===== src/rtl/uart_rx_fifo.sv =====
// uart_rx_fifo: UART receiver (8N1, LSB first) feeding a show-ahead FIFO.
//
// Optional feature macro: UART_RX_PARITY_EN
//   - Defined: frames are 8E1, with an even-parity bit between data bit 7 and
//     the stop bit. A parity mismatch sets o_parity_err and drops the byte.
//   - Undefined: frames are 8N1 and o_parity_err is tied to 0.
//
// Ports:
//   cpu_clock    system clock, all logic on the rising edge
//   reset_n      synchronous active-low reset
//   ce           oversample tick, CLKS_PER_BIT ticks per bit period
//   i_rx         asynchronous serial input, idles high
//   i_read       pop the head byte (ignored while o_valid=0)
//   i_clear_err  clear all sticky error flags (a simultaneous set wins)
//   o_data       FIFO head byte (meaningful while o_valid=1)
//   o_valid      FIFO not empty
//   o_count      number of bytes held
//   o_busy       receiver not idle
//   o_frame_err  sticky: a stop bit sampled as 0
//   o_overrun    sticky: a byte was dropped because the FIFO was full
//   o_parity_err sticky: parity mismatch (constant 0 without the macro)
//
// Handshake: o_valid/i_read. The head byte is popped on any rising edge where
// o_valid=1 and i_read=1; o_data then shows the next entry on the next cycle.
module uart_rx_fifo #(
  parameter int CLKS_PER_BIT = 8,
  parameter int FIFO_DEPTH   = 4
) (
  input  logic                              cpu_clock,
  input  logic                              reset_n,
  input  logic                              ce,
  input  logic                              i_rx,
  input  logic                              i_read,
  input  logic                              i_clear_err,
  output logic [7:0]                        o_data,
  output logic                              o_valid,
  output logic [$clog2(FIFO_DEPTH+1)-1:0]   o_count,
  output logic                              o_busy,
  output logic                              o_frame_err,
  output logic                              o_overrun,
  output logic                              o_parity_err
);

  localparam int TW = $clog2(CLKS_PER_BIT);
  localparam int PW = $clog2(FIFO_DEPTH);
  localparam int CW = $clog2(FIFO_DEPTH + 1);
  localparam logic [TW-1:0] T_HALF = TW'(CLKS_PER_BIT / 2 - 1);
  localparam logic [TW-1:0] T_LAST = TW'(CLKS_PER_BIT - 1);
  localparam logic [CW-1:0] C_FULL = CW'(FIFO_DEPTH);

  typedef enum logic [2:0] {
    ST_IDLE  = 3'd0,
    ST_START = 3'd1,
    ST_DATA  = 3'd2,
    ST_STOP  = 3'd3,
    ST_BREAK = 3'd4
`ifdef UART_RX_PARITY_EN
    , ST_PARITY = 3'd5
`endif
  } state_t;

  logic            rx_meta_q, rx_s_q;
  state_t          state_q, state_d;
  logic [TW-1:0]   tcnt_q, tcnt_d;
  logic [2:0]      bidx_q, bidx_d;
  logic [7:0]      shreg_q, shreg_d;
  logic [7:0]      mem_q [FIFO_DEPTH];
  logic [7:0]      mem_d [FIFO_DEPTH];
  logic [PW-1:0]   wr_ptr_q, wr_ptr_d, rd_ptr_q, rd_ptr_d;
  logic [CW-1:0]   count_q, count_d;
  logic            frame_err_q, frame_err_d;
  logic            overrun_q, overrun_d;
  logic            stop_sample, push, frame_set, pop, full, wr_en, overrun_set;
`ifdef UART_RX_PARITY_EN
  logic            par_bad_q, par_bad_d;
  logic            parity_err_q, parity_err_d;
  logic            parity_set;
`endif

  // State register and all other flops.
  always_ff @(posedge cpu_clock) begin
    if (!reset_n) begin
      rx_meta_q   <= 1'b1;
      rx_s_q      <= 1'b1;
      state_q     <= ST_IDLE;
      tcnt_q      <= '0;
      bidx_q      <= '0;
      shreg_q     <= '0;
      for (int i = 0; i < FIFO_DEPTH; i++) mem_q[i] <= '0;
      wr_ptr_q    <= '0;
      rd_ptr_q    <= '0;
      count_q     <= '0;
      frame_err_q <= 1'b0;
      overrun_q   <= 1'b0;
`ifdef UART_RX_PARITY_EN
      par_bad_q    <= 1'b0;
      parity_err_q <= 1'b0;
`endif
    end else begin
      rx_meta_q   <= i_rx;
      rx_s_q      <= rx_meta_q;
      state_q     <= state_d;
      tcnt_q      <= tcnt_d;
      bidx_q      <= bidx_d;
      shreg_q     <= shreg_d;
      mem_q       <= mem_d;
      wr_ptr_q    <= wr_ptr_d;
      rd_ptr_q    <= rd_ptr_d;
      count_q     <= count_d;
      frame_err_q <= frame_err_d;
      overrun_q   <= overrun_d;
`ifdef UART_RX_PARITY_EN
      par_bad_q    <= par_bad_d;
      parity_err_q <= parity_err_d;
`endif
    end
  end

  // Next-state logic. Everything here only moves on ce ticks; after START
  // re-centres tcnt mid start bit, every T_LAST tick is the middle of a bit.
  always_comb begin
    state_d = state_q;
    tcnt_d  = tcnt_q;
    bidx_d  = bidx_q;
    shreg_d = shreg_q;
`ifdef UART_RX_PARITY_EN
    par_bad_d = par_bad_q;
`endif
    if (ce) begin
      case (state_q)
        ST_IDLE: begin
          if (!rx_s_q) begin
            state_d = ST_START;
            tcnt_d  = '0;
          end
        end
        ST_START: begin
          if (tcnt_q == T_HALF) begin
            tcnt_d = '0;
            bidx_d = '0;
            state_d = rx_s_q ? ST_IDLE : ST_DATA;
          end else begin
            tcnt_d = tcnt_q + TW'(1);
          end
        end
        ST_DATA: begin
          if (tcnt_q == T_LAST) begin
            shreg_d[bidx_q] = rx_s_q;
            tcnt_d = '0;
            bidx_d = bidx_q + 3'd1;
            if (bidx_q == 3'd7) begin
`ifdef UART_RX_PARITY_EN
              state_d = ST_PARITY;
`else
              state_d = ST_STOP;
`endif
            end
          end else begin
            tcnt_d = tcnt_q + TW'(1);
          end
        end
`ifdef UART_RX_PARITY_EN
        ST_PARITY: begin
          if (tcnt_q == T_LAST) begin
            // Even parity: data bits plus parity bit must XOR to 0.
            par_bad_d = rx_s_q ^ (^shreg_q);
            tcnt_d    = '0;
            state_d   = ST_STOP;
          end else begin
            tcnt_d = tcnt_q + TW'(1);
          end
        end
`endif
        ST_STOP: begin
          if (tcnt_q == T_LAST) begin
            tcnt_d  = '0;
            state_d = rx_s_q ? ST_IDLE : ST_BREAK;
          end else begin
            tcnt_d = tcnt_q + TW'(1);
          end
        end
        ST_BREAK: begin
          // Hold here until the line returns high so a stuck-low line
          // cannot retrigger a start.
          if (rx_s_q) state_d = ST_IDLE;
        end
        default: state_d = ST_IDLE;
      endcase
    end
  end

  // FSM outputs.
  always_comb begin
    stop_sample = ce && (state_q == ST_STOP) && (tcnt_q == T_LAST);
    frame_set   = stop_sample && !rx_s_q;
`ifdef UART_RX_PARITY_EN
    push        = stop_sample && rx_s_q && !par_bad_q;
    parity_set  = stop_sample && rx_s_q && par_bad_q;
`else
    push        = stop_sample && rx_s_q;
`endif
    o_busy      = (state_q != ST_IDLE);
  end

  // FIFO and sticky flags. A pop frees the slot in the same edge, so a push
  // into a full FIFO still succeeds when it coincides with a pop.
  always_comb begin
    pop         = i_read && (count_q != '0);
    full        = (count_q == C_FULL);
    wr_en       = push && (!full || pop);
    overrun_set = push && full && !pop;
    mem_d       = mem_q;
    if (wr_en) mem_d[wr_ptr_q] = shreg_q;
    wr_ptr_d    = wr_en ? wr_ptr_q + PW'(1) : wr_ptr_q;
    rd_ptr_d    = pop ? rd_ptr_q + PW'(1) : rd_ptr_q;
    case ({wr_en, pop})
      2'b10:   count_d = count_q + CW'(1);
      2'b01:   count_d = count_q - CW'(1);
      default: count_d = count_q;
    endcase
    frame_err_d = frame_set   || (frame_err_q && !i_clear_err);
    overrun_d   = overrun_set || (overrun_q && !i_clear_err);
`ifdef UART_RX_PARITY_EN
    parity_err_d = parity_set || (parity_err_q && !i_clear_err);
`endif
  end

  assign o_data      = mem_q[rd_ptr_q];
  assign o_valid     = (count_q != '0);
  assign o_count     = count_q;
  assign o_frame_err = frame_err_q;
  assign o_overrun   = overrun_q;
`ifdef UART_RX_PARITY_EN
  assign o_parity_err = parity_err_q;
`else
  assign o_parity_err = 1'b0;
`endif

endmodule


===== config.mk =====
export PLATFORM = sky130hd
export DESIGN_NAME = uart_rx_fifo
export DESIGN_NICKNAME = d
export VERILOG_FILES = /design/src/rtl/uart_rx_fifo.sv
export SDC_FILE = /design/constraint.sdc
export NUM_CORES = 1
export LEC_CHECK = 0
export BUFFER_PORTS_ARGS = -buffer_cell sky130_fd_sc_hd__buf_4
export CAP_MARGIN = 15
export CORE_UTILIZATION = 50
export CTS_BUF_LIST = sky130_fd_sc_hd__clkbuf_8
export DETAILED_ROUTE_END_ITERATION = 8
export GPL_ROUTABILITY_DRIVEN = 0
export GPL_TIMING_DRIVEN = 0
export HOLD_SLACK_MARGIN = 0.05
export PLACE_DENSITY_LB_ADDON = 0.05
export SETUP_SLACK_MARGIN = 0.02
export SLEW_MARGIN = 10
export SYNTH_ARGS = -nofsm -noshare
export SYNTH_HDL_FRONTEND = slang
export SYNTH_SLANG_ARGS = --single-unit

===== constraint.sdc =====
create_clock -name cpu_clock -period 3.3 [get_ports cpu_clock]
set_input_delay 0.66 -clock cpu_clock [delete_from_list [all_inputs] [get_ports cpu_clock]]
set_output_delay 0.66 -clock cpu_clock [all_outputs]
set_load 0.02 [all_outputs]

### Yosys cells after proc, flatten, opt, wreduce, memory -nomap -nowiden

Cells that the tools add are included.

* register bits after elaboration: 60
* input port bits: 6
* word-level logic and storage cells: 100

* add/sub/neg operators: 6
* order comparisons: 5
* equality and inequality tests: 16
* mux-type cells: 26
* bitwise logic cells: 2
* reduce and logical (&&, ||, !) cells: 30

Operator list (number)
* two-way mux 3 bit: 12
* bitwise mux 32 bit: 1
* two-way mux 8 bit: 3
* binary-select mux 8 bit (select 2 bit): 1
* demux 8 bit (select 2 bit): 1
* case mux 3 bit (5 select lines): 1
* equality test 3 bit, second input constant: 4
* logical AND 1 bit: 12
* != test 2 bit, second input constant: 6
* case mux 3 bit (2 select lines): 2
* adder 3 x 1 -> 3 bit, second input constant: 3
* equality test 3 x 2 -> 1 bit, second input constant: 3
* case mux 3 bit (3 select lines): 1
* nonzero test 3 bit: 3
* bitwise mux 8 bit: 1
* AND reduction 7 bit: 1
* >= comparator 3 bit, second input constant: 2
* inverter 2 -> 3 bit: 2
* AND reduction 3 bit: 2
* adder 2 x 1 -> 2 bit, second input constant: 2
* logical NOT 1 bit: 4
* < comparator 3 x 4 -> 1 bit, second input constant: 1
* AND reduction 4 bit: 1
* nonzero test 2 bit: 2
* other kinds (12): 14

### Logic depth before layout (Yosys ltp)

Gate-level depths: netlist of the first run.

* depth in word-level cells: 7
* gate-level depth with buffers: 13
* mapped depth without buffers: 11

### Worst setup path after synthesis of the first run

OpenSTA, ideal clock, no wires.

* kind: input to register
* start: in i_read
* end: reg count_q[2], in the netlist o_count[2]
* library setup time: 0.071 ns
* arrival time: 2.625 ns
* setup slack: 0.604 ns
* cell stages on the path: 10
* buffers on the path: 1
* path through: or4b_4 -> buf_6 -> and3_4 -> inv_1 -> ha_1 -> inv_1 -> fa_1 -> xor2_1 -> or3_1 -> a21oi_1

* cells in the longest elaborated chain, start to end: 5
* elaborated cells on any way between the ends: 7
* classes of those cells: eq/ne: 2; mux: 1; reduce/logical: 4

Ends and longest elaborated chain
* start, declared: RTL line 33 `input logic i_read,`
* logical AND 1 bit (*): RTL line 208 `pop = i_read && (count_q != '0);`
* logical OR 1 bit: RTL line 210 `wr_en = push && (!full || pop);`
* logical AND 1 bit: RTL line 210
* equality test 2 x 1 -> 1 bit or equality test 2 bit (tied branches): RTL line 216 `case ({wr_en, pop})`
* case mux 3 bit (2 select lines) or nonzero test 2 bit (tied branches)
* end signal, assigned: RTL line 109 `count_q <= count_d;`
* end, declared: RTL line 70 `logic [CW-1:0] count_q, count_d;`

Mark *: on every way between the ends. The rest lies on a longest branch, timed or not.
A chain may end at the register's enable or synchronous reset.

### Final worst setup path of the first run

* start: reg tcnt_q[0]
* end: reg count_q[2], in the netlist o_count[2]

* cells in the longest elaborated chain, start to end: 6
* elaborated cells on any way between the ends: 8
* classes of those cells: eq/ne: 3; mux: 1; reduce/logical: 4

Ends and longest elaborated chain
* start, declared: RTL line 64 `logic [TW-1:0] tcnt_q, tcnt_d;`
* start signal, assigned: RTL line 103 `tcnt_q <= tcnt_d;`
* equality test 3 bit (*): RTL line 194 `stop_sample = ce && (state_q == ST_STOP) && (tcnt_q == T_LAST);`
* logical AND 1 bit (*): RTL line 194
* logical AND 1 bit (*): RTL line 200 `push = stop_sample && rx_s_q;`
* logical AND 1 bit (*): RTL line 210
* equality test 2 x 1 -> 1 bit or equality test 2 bit (tied branches): RTL line 216
* case mux 3 bit (2 select lines) or nonzero test 2 bit (tied branches)

Marked as above.

==> metrics.yaml, run 1 <==
ys_types: 49
synth.area.mux_share_pct: 21.08
netlist_instances: 293
synth_ff_type: "dfxtp_1"
initial_core_util_pct: 52.82
syn_avg_cell_area_um2: 10.05
hold_buffers: 0
grt_pass1_vias: 2108
endpoint_kind: "register"
max_cap_viol_count: 0
stdcell_count: 400
slew_violations: 0
synth_top_family_by_area: "simple AND/OR/NAND/NOR gates"
cts_buffers: 9
cts_tree: "done"
synthArstFlopShare_pct: 0
grt_max_degree: 12
core_area_um2: 5574
relSlewSlack_pct: 60.34
critPathLaunchType: "register"
fp.dieW_um: 78.74
criticalPathCategory: "reg2reg"
synth_area_um2: 2944
worstMarginPinSlew_ps: 594.9
grt-ovfl-total: 0
grt_first_pass_wirelength_mm: 10.07
drc_errors: 0
die_y_um: 78.74
grt_usage_pct: 21.60
regToRegSetupSlack_ps: 480
ios: 22
wl_mm: 6.067
antenna_found_initial: 0
nets: 341
min_from: "rx_meta_q"
synth-adder-area-share_pct: 5.355
cts_resized: 0
reg2regPathDepth: 13
area_growth_pct: 15.26
synth_edf_count: 0
viasPerCell: 5.500
dieArea_um2: 6199
antenna_cells: 0
ir_drop_v: 0.0002283
num_rows: 27
cts.path.max_buffers: 2
arrival_ps: 3080
avgRoutedWirePerCell_um: 15.17
whs_ps: 405.7
ctsHtreeMaxLevel: 3
finClkSkew_ps: 9.913
clk_pin_slew_ps: 70
dp_cells: 384
via_count: 2200
drtIter0Drc: 98
synth-seq-cells: 60
clock_latency_ps: 340
hpwlAfterDp_mm: 4.117
clock.fmax_mhz: 354.7
hold_path_depth: 1
numPortBuffers: 19
clockRootBuffer: "clkbuf_8"
dpl_cell_area_um2: 3177
drive_gt1_share_pct: 18.29
power_mw: 1.515
period_share_pct: 85.44
synth-xor-area-share_pct: 1.190
synth_nets: 311
cts.sink_count: 60
fin_util_pct: 60.88
p_leak_nw: 1.489
synth-simple-area-share_pct: 21.12
post-route-min-period_ps: 2820
fin_ws_ps: 480.3
r2r_end: "o_count[2]"
post-cts-setup-buffers: 0
synth_compound_area_share_pct: 5.652
regToRegStartpoint: "tcnt_q[0]"
required_ps: 3570
ys_seq_area_share_pct: 40.80
ys_warn_count: 0
finalHoldViolCount: 0
fin_tns_setup_ps: 0
place_ws_ps: 389.9
hold_path_class: "reg2reg"
dr.pass1.iters: 4
worstHoldEndpoint: "rx_s_q"
setup_viol: 0
p_per_area_nw_per_um2: 446.6
final_area_um2: 3393
status: "finished, final reports clean"
worst-path-max-fanout: 10
rsz0062_at_grt: "false"
ant_nets: 0
-- critical path, stage by stage, from the launching register on --
cell and delay, ps:
dfxtp_1 320, ha_1 230, ha_1 180, buf_2 180, and3_1 170, buf_2 200
and3_4 220, inv_1 50, ha_1 160, inv_1 60, fa_1 370, xor2_1 160
or3_1 300, a21oi_1 140
-- Yosys cell counts (all sizes together), types with 2 or more instances --
master / n / area [um^2]
dfxtp: 60 / 1201
nand2: 60 / 225.2
mux2i: 44 / 440.4
clkbuf: 11 / 41.29
ha: 11 / 137.6
inv: 11 / 41.29
nor2: 10 / 37.54
a21oi: 8 / 40.04
buf: 8 / 55.05
mux4: 8 / 180.2
nand4: 8 / 110.1
nand2b: 6 / 37.54
nand3b: 5 / 37.54
nand4b: 3 / 26.28
o22ai: 3 / 18.77
or3: 3 / 20.02
or3b: 3 / 26.28
xor2: 3 / 26.28
and3: 2 / 17.52
nor2b: 2 / 12.51
o21ai: 2 / 10.01
-- power breakdown --
part | total [mW] | leakage [nW] | switching (mW) | internal, mW
Combinational | 0.0587 | 0.898 | 0.0400 | 0.0187
Sequential | 0.729 | 0.484 | 0.00311 | 0.726
Clock | 0.728 | 0.107 | 0.306 | 0.422
-- flip-flops by register name, indices dropped and copies added, names as in the netlist --
register     cells
rx_s_q           1
bidx_q           3
o_frame_err      1
shreg_q          8
o_overrun        1
rd_ptr_q         2
wr_ptr_q         2
state_q          3
o_count          3
rx_meta_q        1
mem_q           32
tcnt_q           3
-- logic make-up (layout without fill, tap and decap cells) --
group                      after synthesis  in the layout
AOI/OAI and AO/OA                       24             24
xor gates and xnor gates                 4              4
adders and majority gates               12             12
buffers and inverters                   30             65
DFF                                     60             60
muxes                                   52             52
other                                    1              1
and+or+nand+nor                        110            110
-- worst max-delay path by stage --
stage / from / endpoint / cells past startpoint
CTS: tcnt_q[0] / o_count[2] / 13
global route: tcnt_q[0] / o_count[2] / 13
floorplan: i_read / o_count[2] / 10
detailed placement: i_read / o_count[2] / 11
global placement: i_read / o_count[2] / 11
finish: tcnt_q[0] / o_count[2] / 13
-- layout by cell type, fill, tap and decap left out, types with 5 or more instances in the layout --
master,netlist,layout
ha_1,11,11
mux4_2,8,8
clkbuf_1,11,11
clkbuf_8,0,9
mux2i_1,44,44
nand2_1,60,60
buf_4,1,20
nand2b_1,6,6
buf_2,5,5
nand3b_1,5,5
dfxtp_1,60,60
nor2_1,10,10
a21oi_1,8,8
inv_1,11,12
-- metal layers --
layer | part of all wire [%] | track usage, % | routed length (um)
met1 | 49 | 28.27 | 2975
met2 | 45 | 34.09 | 2743
met3 | 3.8 | 3.908 | 228
met4 | 2.0 | 10.93 | 120
met5 | 0 | 0 | 0
-- layout make-up --
cell class,count,area (um^2)
clock inverter,7,92.59
multi-input combinational,203,1605
tap,72,90.09
fill,488,2181
clock buffer,9,123.9
timing repair buffer,19,142.6
inverter,11,41.29
sequential,60,1201
buffer,19,96.34
Power figures use the tool's default switching activity.
==> run 2: changes to the inputs <==
Settings changed: CORE_ASPECT_RATIO set to 1.4, CTS_BUF_LIST sky130_fd_sc_hd__clkbuf_8 to unset.
==> run 2 against run 1 <==
Compared with the run above: power fell by 6.6%; routed wire length fell by 3.1%; clock power fell by 14%; hold slack improved by 1.8 ps; critical path type unchanged; highest routed layer unchanged; largest cell class unchanged; setup slack got worse by 22 ps; final area fell by 1.1%; via count fell by 1.3%; first-iteration DRC count rose by 2.0%; maximum frequency fell by 0.76%.
==> metrics.yaml, run 2 (synthesis results as in run 1) <==
finalHoldViolCount: 0  # unchanged
ir_drop_v: 0.0003489  # +53%
wl_mm: 5.881  # -3.1%
drive_gt1_share_pct: 17.43  # -0.86 points
reg_top3: "mem_q (32), shreg_q (8)"
rsz0062_at_grt: "false"
grt_first_pass_wirelength_mm: 9.922  # -1.5%
wl_met2_mm: 2.994  # +9.2%
startpoint: "tcnt_q[0]"
grt-ovfl-total: 0  # unchanged
clk_pin_slew_ps: 60  # about the same
regToRegSetupSlack_ps: 460  # -20 ps
drtIter0Drc: 100  # +2.0%
numPortBuffers: 19  # unchanged
period_share_pct: 86.10  # +0.66 points
cts.sink_count: 60  # unchanged
fin_ws_ps: 458.6  # -21.73 ps
cts.path.max_buffers: 2  # unchanged
criticalPathCategory: "reg2reg"
antenna_cells: 0  # unchanged
min_from: "rx_meta_q"
die_y_um: 92.80  # +18%
cts_buffers: 9  # unchanged
max_cap_viol_count: 0  # unchanged
ant_nets: 0  # unchanged
worstMarginPinSlew_ps: 653.9  # +58.99 ps
fp.dieW_um: 66.85  # -15%
largest_reg_flops: 32  # unchanged
grt_max_degree: 11  # -1
grt_pass1_vias: 2107  # -0.047%
hold_path_class: "reg2reg"
nets: 341  # unchanged
post-route-min-period_ps: 2841  # +21.73 ps
avgRoutedWirePerCell_um: 14.89  # -1.8%
status: "finished, final reports clean"
p_leak_nw: 1.475  # -0.88%
place_ws_ps: 381.8  # -8.096 ps
final_cell_mix: "nand2_1, dfxtp_1, mux2i_1"
regMostFlops: "mem_q"
met3_length_um: 141  # -38%
worst-path-max-fanout: 10  # unchanged
fin_tns_setup_ps: 0  # unchanged
dr.pass1.iters: 4  # unchanged
clockRootBuffer: "clkbuf_8"
drc_errors: 0  # unchanged
grt_usage_pct: 21.47  # -0.13 points
required_ps: 3560  # about the same
antenna_found_initial: 0  # unchanged
finClkSkew_ps: 7.725  # -2.188 ps
setup_viol: 0  # unchanged
critPathLaunchType: "register"
area_growth_pct: 13.98
post-cts-setup-buffers: 0  # unchanged
p_per_area_nw_per_um2: 421.6  # -5.6%
relSlewSlack_pct: 56.41  # -3.9 points
power_mw: 1.415  # -6.6%
initial_core_util_pct: 52.52  # -0.29 points
top_layer: "met4"
cts_tree: "done"
ctsHtreeMaxLevel: 3  # unchanged
regToRegStartpoint: "tcnt_q[0]"
arrival_ps: 3100  # +20 ps
endpoint_kind: "register"
slew_violations: 0  # unchanged
dieArea_um2: 6203  # about the same
cts_resized: 0  # unchanged
clock_latency_ps: 330  # about the same
via_count: 2172  # -1.3%
viasPerCell: 5.499  # about the same
ios: 22  # unchanged
drt-met1-wl_mm: 2.619  # -12%
core_area_um2: 5605  # +0.56%
hpwlAfterDp_mm: 4.156  # +0.96%
hold_buffers: 0  # unchanged
num_rows: 32  # +19%
clock.fmax_mhz: 351.9  # -0.76%
## run 2: cell count changes in the layout (fill, tap and decap cells not counted), sizes merged
cell / change
bufinv: -1
clkbuf: +4
clkinv: -1
clkinvlp: -2
inv: -1
## run 2: cell type report
class,count,area [um^2]
Buffer,19,96.34
Clock buffer,13,148.9
Clock inverter,2,35.03
Fill cell,525,2250
Inverter,11,41.29
Multi-Input combinational cell,203,1605
Sequential cell,60,1201
Tap cell,68,85.08
Timing Repair Buffer,19,142.6
## run 2: path summary, 6_finish.rpt
check               endpoint  cells past startpoint
setup reg to reg  o_count[2]                     13
setup / recovery  o_count[2]                     13
hold reg to reg       rx_s_q                      1
hold / removal        rx_s_q                      1
## run 2: worst max-delay path: stages (launching register included)
cell     delay [ps]
dfxtp_1         320
ha_1            240
ha_1            180
buf_2           170
and3_1          170
buf_2           200
and3_4          220
inv_1            50
ha_1            170
inv_1            60
fa_1            380
xor2_1          160
or3_1           310
a21oi_1         140
## run 2: per-stage QoR
step,instance area [um^2],hold slack [ps],std cells,utilization (%)
after floorplan,2944,386.3,293,-
after global placement,3172,389.3,380,56.58
after detailed placement,3172,392.1,380,56.58
after CTS,3356,407.3,395,59.87
after global routing,3356,462.2,395,59.87
final,3356,407.5,395,59.87
## run 2: power breakdown
group	total [mW]	switching, mW	internal [mW]	leakage (nW)
combinational	0.0579	0.0392	0.0187	0.898
clock	0.627	0.262	0.365	0.0935
sequential	0.730	0.00304	0.727	0.484
total	1.41	0.304	1.11	1.48
## run 2: layer usage
layer,global-route usage (%),vias up
met1,25.59,1041
met3,5.296,10
li1,-,1091
met4,9.220,0
met5,0,-
met2,35.69,30
